$ cat src/rtl/vector_lane_sequencer.sv
// Sequences 256-bit vector FP ops (VADD, SMUL, VDOT) one 16-bit lane per cycle through a shared scalar ALU lane.
// Optional: define VLS_VDOT_EN to build the dot-product path (DOT_MUL/DOT_ACC states, acc/prod registers).
module vector_lane_sequencer #(
  parameter int LANES  = 16,
  parameter int LANE_W = 16
) (
  input  logic                     clk,
  input  logic                     rst,
  input  logic                     start,
  input  logic [3:0]               opcode,
  input  logic [LANES*LANE_W-1:0]  vec_a,
  input  logic [LANES*LANE_W-1:0]  vec_b,
  input  logic [LANE_W-1:0]        scalar,
  output logic                     busy,
  output logic                     done,
  output logic                     err,
  output logic [LANES*LANE_W-1:0]  result,
  output logic [LANE_W-1:0]        lane_op_1,
  output logic [LANE_W-1:0]        lane_op_2,
  output logic [3:0]               lane_opcode,
  input  logic [LANE_W-1:0]        lane_result
);

  localparam int VW    = LANES * LANE_W;
  localparam int IDX_W = $clog2(LANES);

  localparam logic [3:0] OP_VADD = 4'b0000;
  localparam logic [3:0] OP_SMUL = 4'b0010;
  localparam logic [3:0] OP_NOP  = 4'b1111;
`ifdef VLS_VDOT_EN
  localparam logic [3:0] OP_VDOT = 4'b0001;
`endif

  typedef enum logic [2:0] {
    S_IDLE,
    S_LANE,
`ifdef VLS_VDOT_EN
    S_DOT_MUL,
    S_DOT_ACC,
`endif
    S_DONE
  } state_t;

  state_t             state_q;
  logic [IDX_W-1:0]   idx_q;
  logic [3:0]         opc_q;
  logic [VW-1:0]      a_q;
  logic [VW-1:0]      b_q;
  logic [LANE_W-1:0]  scalar_q;
  logic               busy_q;
  logic               done_q;
  logic               err_q;
  logic [VW-1:0]      result_q;
`ifdef VLS_VDOT_EN
  logic [LANE_W-1:0]  acc_q;
  logic [LANE_W-1:0]  prod_q;
`endif

  logic [LANE_W-1:0]  a_lane;
  logic [LANE_W-1:0]  b_lane;
  logic               last_lane;

  assign a_lane    = a_q[int'(idx_q)*LANE_W +: LANE_W];
  assign b_lane    = b_q[int'(idx_q)*LANE_W +: LANE_W];
  assign last_lane = (idx_q == IDX_W'(LANES - 1));

  // ALU lane inputs are decoded from registered state so lane_result settles within the same cycle.
  always_comb begin
    lane_op_1   = '0;
    lane_op_2   = '0;
    lane_opcode = OP_NOP;
    case (state_q)
      S_LANE: begin
        lane_op_2 = b_lane;
        if (opc_q == OP_SMUL) begin
          lane_op_1   = scalar_q;
          lane_opcode = OP_SMUL;
        end else begin
          lane_op_1   = a_lane;
          lane_opcode = OP_VADD;
        end
      end
`ifdef VLS_VDOT_EN
      S_DOT_MUL: begin
        lane_op_1   = a_lane;
        lane_op_2   = b_lane;
        lane_opcode = OP_VDOT;
      end
      S_DOT_ACC: begin
        lane_op_1   = acc_q;
        lane_op_2   = prod_q;
        lane_opcode = OP_VADD;
      end
`endif
      default: ;
    endcase
  end

  always_ff @(posedge clk or posedge rst) begin
    if (rst) begin
      state_q  <= S_IDLE;
      idx_q    <= '0;
      opc_q    <= '0;
      a_q      <= '0;
      b_q      <= '0;
      scalar_q <= '0;
      busy_q   <= 1'b0;
      done_q   <= 1'b0;
      err_q    <= 1'b0;
      result_q <= '0;
`ifdef VLS_VDOT_EN
      acc_q    <= '0;
      prod_q   <= '0;
`endif
    end else begin
      done_q <= 1'b0;
      case (state_q)
        S_IDLE: begin
          if (start) begin
            opc_q    <= opcode;
            a_q      <= vec_a;
            b_q      <= vec_b;
            scalar_q <= scalar;
            idx_q    <= '0;
            err_q    <= 1'b0;
            busy_q   <= 1'b1;
`ifdef VLS_VDOT_EN
            acc_q    <= '0;
`endif
            case (opcode)
              OP_VADD, OP_SMUL: state_q <= S_LANE;
`ifdef VLS_VDOT_EN
              OP_VDOT: begin
                state_q  <= S_DOT_MUL;
                result_q <= '0;
              end
`endif
              default: begin
                state_q  <= S_DONE;
                done_q   <= 1'b1;
                err_q    <= 1'b1;
                result_q <= '0;
              end
            endcase
          end
        end
        S_LANE: begin
          result_q[int'(idx_q)*LANE_W +: LANE_W] <= lane_result;
          if (last_lane) begin
            state_q <= S_DONE;
            done_q  <= 1'b1;
          end else begin
            idx_q <= idx_q + IDX_W'(1);
          end
        end
`ifdef VLS_VDOT_EN
        S_DOT_MUL: begin
          prod_q  <= lane_result;
          state_q <= S_DOT_ACC;
        end
        S_DOT_ACC: begin
          acc_q    <= lane_result;
          result_q <= VW'(lane_result);
          if (last_lane) begin
            state_q <= S_DONE;
            done_q  <= 1'b1;
          end else begin
            idx_q   <= idx_q + IDX_W'(1);
            state_q <= S_DOT_MUL;
          end
        end
`endif
        S_DONE: begin
          state_q <= S_IDLE;
          busy_q  <= 1'b0;
        end
        default: state_q <= S_IDLE;
      endcase
    end
  end

  assign busy   = busy_q;
  assign done   = done_q;
  assign err    = err_q;
  assign result = result_q;

endmodule

$ cat config.mk
export PLATFORM = sky130hd
export DESIGN_NAME = vector_lane_sequencer
export DESIGN_NICKNAME = d
export VERILOG_FILES = /design/src/rtl/vector_lane_sequencer.sv
export SDC_FILE = /design/constraint.sdc
export NUM_CORES = 2
export LEC_CHECK = 0
export BUFFER_PORTS_ARGS = -buffer_cell sky130_fd_sc_hd__buf_2
export CORE_AREA = 2 2 333 335
export DETAILED_ROUTE_END_ITERATION = 8
export DIE_AREA = 0 0 335 337
export HOLD_SLACK_MARGIN = 0.02
export PLACE_DENSITY_LB_ADDON = 0.2
export SLEW_MARGIN = 0
export SYNTH_ARGS = -nofsm -noshare
export SYNTH_HDL_FRONTEND = slang
export SYNTH_SLANG_ARGS = --single-unit
$ cat constraint.sdc
create_clock -name clk -period 30.4 [get_ports clk]
set_input_delay 6.08 -clock clk [delete_from_list [all_inputs] [get_ports clk]]
set_output_delay 6.08 -clock clk [all_outputs]
set_load 0.1 [all_outputs]
* Word-level counts from Yosys, hierarchy flattened
Cells that the tools add are included.
Widths: inputs -> output; s select.
** Cells by class
- $add $sub $neg :: 2
- Equality and inequality tests :: 9
- Shift-type cells :: 4
- Muxes and demuxes :: 22
- Reductions and logical operators :: 10
** Operators with widths (number)
- $mux 256 :: 2
- $pmux 256 s2 :: 1
- $shiftx 256x9->16 :: 2
- $bwmux 256 :: 1
- $shift 16x33->256 const A :: 1
- $shiftx 16x33->256 :: 1
- $mux 16 :: 3
- $neg 8->33 :: 1
- $mux 4 :: 3
- $eq 4x2->1 const B :: 2
- $ne 2x2->1 const B :: 4
- $pmux 4 s2 :: 1
- $mux 3 :: 2
- $pmux 3 s2 :: 1
- $reduce_and 2->1 :: 3
- $reduce_and 3->1 :: 2
- $add 4x1->4 const B :: 1
- $eq 4x4->1 const B :: 1
- $logic_not 4->1 :: 1
- $mux 1 :: 4
- $mux 2 :: 2
- $pmux 1 s2 :: 2
- $reduce_bool 2->1 :: 2
- $eq 3x1->1 const B :: 1
- 3 further kinds :: 3
** Word-level totals
- Register bits after elaboration :: 798
- Input port bits :: 551
- Output and inout port bits :: 295
- Logic and storage cells :: 57

* Longest topological paths before layout
- Word-level depth :: 5
- Depth in mapped cells :: 11
- Depth with buffers taken out :: 6

* Worst setup path after synthesis
No wires, ideal clock.
- Path kind :: reg-to-output
- Start :: register idx_q[1]
- End :: output port lane_op_2[0]
- Arrival :: 2815 ps
- Required time :: 24320 ps
- Slack :: 21505 ps
- Stages on the path, launching flop included :: 7
- Buffers on the path :: 3
- Cells stage by stage :: dfrtp_1 buf_2 buf_2 clkbuf_1 mux4_2 mux2i_1 o22ai_1
** On the way
- Longest elaborated chain between the ends :: 2
** RTL lines
- start: declaration :: RTL line 45 : logic [IDX_W-1:0] idx_q;
- start signal: assignment :: RTL line 153 : idx_q <= idx_q + IDX_W'(1);
- $shiftx 256x9->16 :: RTL line 64 : assign b_lane = b_q[int'(idx_q)*LANE_W +: LANE_W];
- $mux 16 :: RTL line 72 : case (state_q)
- end: declaration :: RTL line 19 : output logic [LANE_W-1:0] lane_op_2,
No other way between the ends.

* Final worst setup path
- Start :: register idx_q[0]
- End :: output port lane_op_2[15]
Same word-level chain as after synthesis.

==> results.json <==
{
  "p_seq_frac": 0.426,
  "cp_top_family": "buffers and inverters",
  "synth_top_area_share": 0.579,
  "worstSetupPathType": "flop to output port",
  "slew_violations": 0,
  "intPower_uw": 2240,
  "clock_power_share": 0.353,
  "cts_root_buf": "clkbuf_16",
  "critical_path.slowest_cell": "buf_4",
  "drive_gt1_frac": 0.496,
  "final_hold_viol_count": 0,
  "grt_pass1_vias": 24500,
  "synth_top_family_by_area": "multiplexers",
  "grt_max_degree": 195,
  "core_area_um2": 110000,
  "synth-seq-cells": 797,
  "drt_iter0_drc": 1374,
  "cts_buffer_depth": 3,
  "synth_xor_area_frac": 0.000254,
  "layout_min_cycle_time_ns": 11.02,
  "ys_warn_count": 0,
  "overflow": 0,
  "setup_viol": 0,
  "rows": 122,
  "vias": 24000,
  "p_comb_frac": 0.221,
  "arrival_ns": 4.94,
  "yosys.area_share.simple": 0.0609,
  "clkTransAtPathRegs_ns": 0.06,
  "num_io_pins": 846,
  "fin_skew_ns": 0.0106,
  "setup-tns-final_ns": 0,
  "maxCapViolations": 0,
  "path_cells": "buf_4 > buf_4 > buf_4 > mux4_2 > mux2i_1 > o22ai_1 > buf_2",
  "vdd_drop_max_v": 0.0000544,
  "ys_seq_area_frac": 0.579,
  "drt-met1-wl_mm": 48.1,
  "grt_pass1_wl_mm": 170,
  "post_cts_resized": 0,
  "netlist_top_cells_area": "dfrtp_1 58%, mux2_2 17%, mux4_2 6.3%",
  "netlist_area_um2": 34400,
  "rsz0062_at_grt": "no",
  "endpoint_kind": "output port",
  "htree_levels": 3,
  "synth_compound_area_frac": 0.0511,
  "required_ns": 24.32,
  "slew_headroom": 0.222,
  "status": "finished clean",
  "layout_commonest_cell": "buf_2",
  "worst-path-max-fanout": 34,
  "synth_mux_area_frac": 0.274,
  "cpPeakStageDelay_ns": 0.67,
  "cp-start-kind": "flop",
  "met3_wirelength_mm": 9.42,
  "die-area_um2": 113000,
  "timing.critical_path.mode_cell": "buf_4",
  "syn_nets": 3046,
  "die_w_um": 335,
  "synthCells": 2489,
  "ant_nets": 0,
  "cts_sinks": 797,
  "yosysUniqueCellTypes": 49,
  "final_util": 0.392,
  "numCtsBuffers": 92,
  "synth_top_cell_by_area": "dfrtp_1",
  "cp_num_buf_inv": 4,
  "routabilityCongestion": 0.803,
  "final_nets": 3832,
  "drc": 0,
  "finalCritPeriodShare": 0.362,
  "finalWirelength_mm": 117,
  "fmax_ghz": 0.0908,
  "synth_area_per_cell_um2": 13.8,
  "p_leak_uw": 0.0192,
  "area_growth_pct": 24.7,
  "top_layer": "met5",
  "final_cell_mix": "845 x buf_2, 794 x dfrtp_1, 519 x mux2_2",
  "cts_setup_buffers": 0,
  "hold_path_class": "flop to flop",
  "p_sw_frac": 0.293,
  "drt-pass1-iter-count": 5,
  "power_density_nw_per_um2": 73.7,
  "p_switching_uw": 929,
  "avgViaCountPerCell": 4.98,
  "r2r_setup_slack_ns": 26.30,
  "synthAdderAreaFrac": 0.00218,
  "dr_wl_met2_mm": 56.3,
  "antenna_found_initial": 100,
  "insertion_delay_ns": 0.66,
  "cts_tree": "done",
  "wl_per_cell_um": 24.4,
  "portBuffers": 845,
  "initial_utilization": 0.314,
  "postCtsHoldBufs": 0,
  "track_usage": 0.204,
  "worstMarginPinSlew_ns": 1.16,
  "chipHeight_um": 337,
  "dp_hpwl_mm": 85.4
}
cells by family after synthesis:
logic type,count (synthesis)
AOI/OAI and AO/OA,309
xor gates and xnor gates,1
adders and majority gates,6
buffers and inverters,204
muxes,757
and+or+nand+nor,415
DFF,797
cell usage after synthesis (all sizes together):
cell	number
or4b	1
nand2b	17
ha	6
clkbuf	56
xnor2	1
and2	3
a21oi	1
mux2i	129
nor3	6
o22ai	16
nor4	2
nand4	6
o2111ai	7
o311a	1
and2b	1
nor2	5
nor4bb	1
and3	1
dfrtp	797
nor2b	4
a22o	2
mux2	532
o21ai	231
a22oi	49
and3b	1
o22a	1
nand2	102
mux4	96
nand3	262
o21bai	1
inv	8
and4	1
buf	140
nor4b	1
nor3b	1
sequential cells by signal (all words and copies together) (netlist names):
name	flops
result	256
idx_q	4
state_q	2
err	1
done	1
busy	1
a_q	256
b_q	256
opc_q	4
scalar_q	16
metal layers:
| metal | vias to the layer above | track usage |
|---|---|---|
| li1 | 10800 | - |
| met1 | 12100 | 0.257 |
| met2 | 796 | 0.329 |
| met3 | 253 | 0.0680 |
| met4 | 84 | 0.0696 |
| met5 | - | 0 |
power by group through the flow:
stage | clock network (uW) | logic [uW] | registers [uW]
after floorplan | 0 | 504 | 1360
after global placement | 0 | 701 | 1370
after detailed placement | 0 | 709 | 1370
after CTS | 1150 | 711 | 1350
after global routing | 1190 | 752 | 1370
final | 1120 | 700 | 1350
final cells by class:
class | count | area [um2]
well taps | 1426 | 1780
flip-flops and latches | 797 | 20000
inverters | 8 | 42.5
clock buffers | 146 | 2760
diodes | 44 | 110
fillers | 10700 | 66700
multi-input cells | 1488 | 13400
repair buffers | 888 | 4610
clock inverters | 19 | 259
path summary, 6_finish.rpt:
kind,start,end,depth (start not counted)
min in group asynchronous,rst,err,2
worst min-delay path,b_q[125],b_q[125],1
worst max register to register,state_q[0],b_q[245],5
max in group asynchronous,rst,a_q[108],6
worst min register to register,b_q[125],b_q[125],1
worst max-delay path,idx_q[0],lane_op_2[15],7
metrics by stage:
step | power, uW | setup slack (ns) | instance area, um2 | hold WS, ns | std cells
after detailed placement | 2080 | 19.70 | 39800 | 0.470 | 4607
after CTS | 3210 | 19.17 | 42800 | 0.483 | 4772
after global placement | 2070 | 19.65 | 39800 | 0.466 | 4607
after global routing | 3320 | 19.00 | 42900 | 0.497 | 4800
final | 3170 | 19.38 | 42900 | 0.479 | 4816
after floorplan | 1870 | 1.94 | 34400 | 0.452 | 2489
Note: power is estimated with default switching activity, not from simulation.
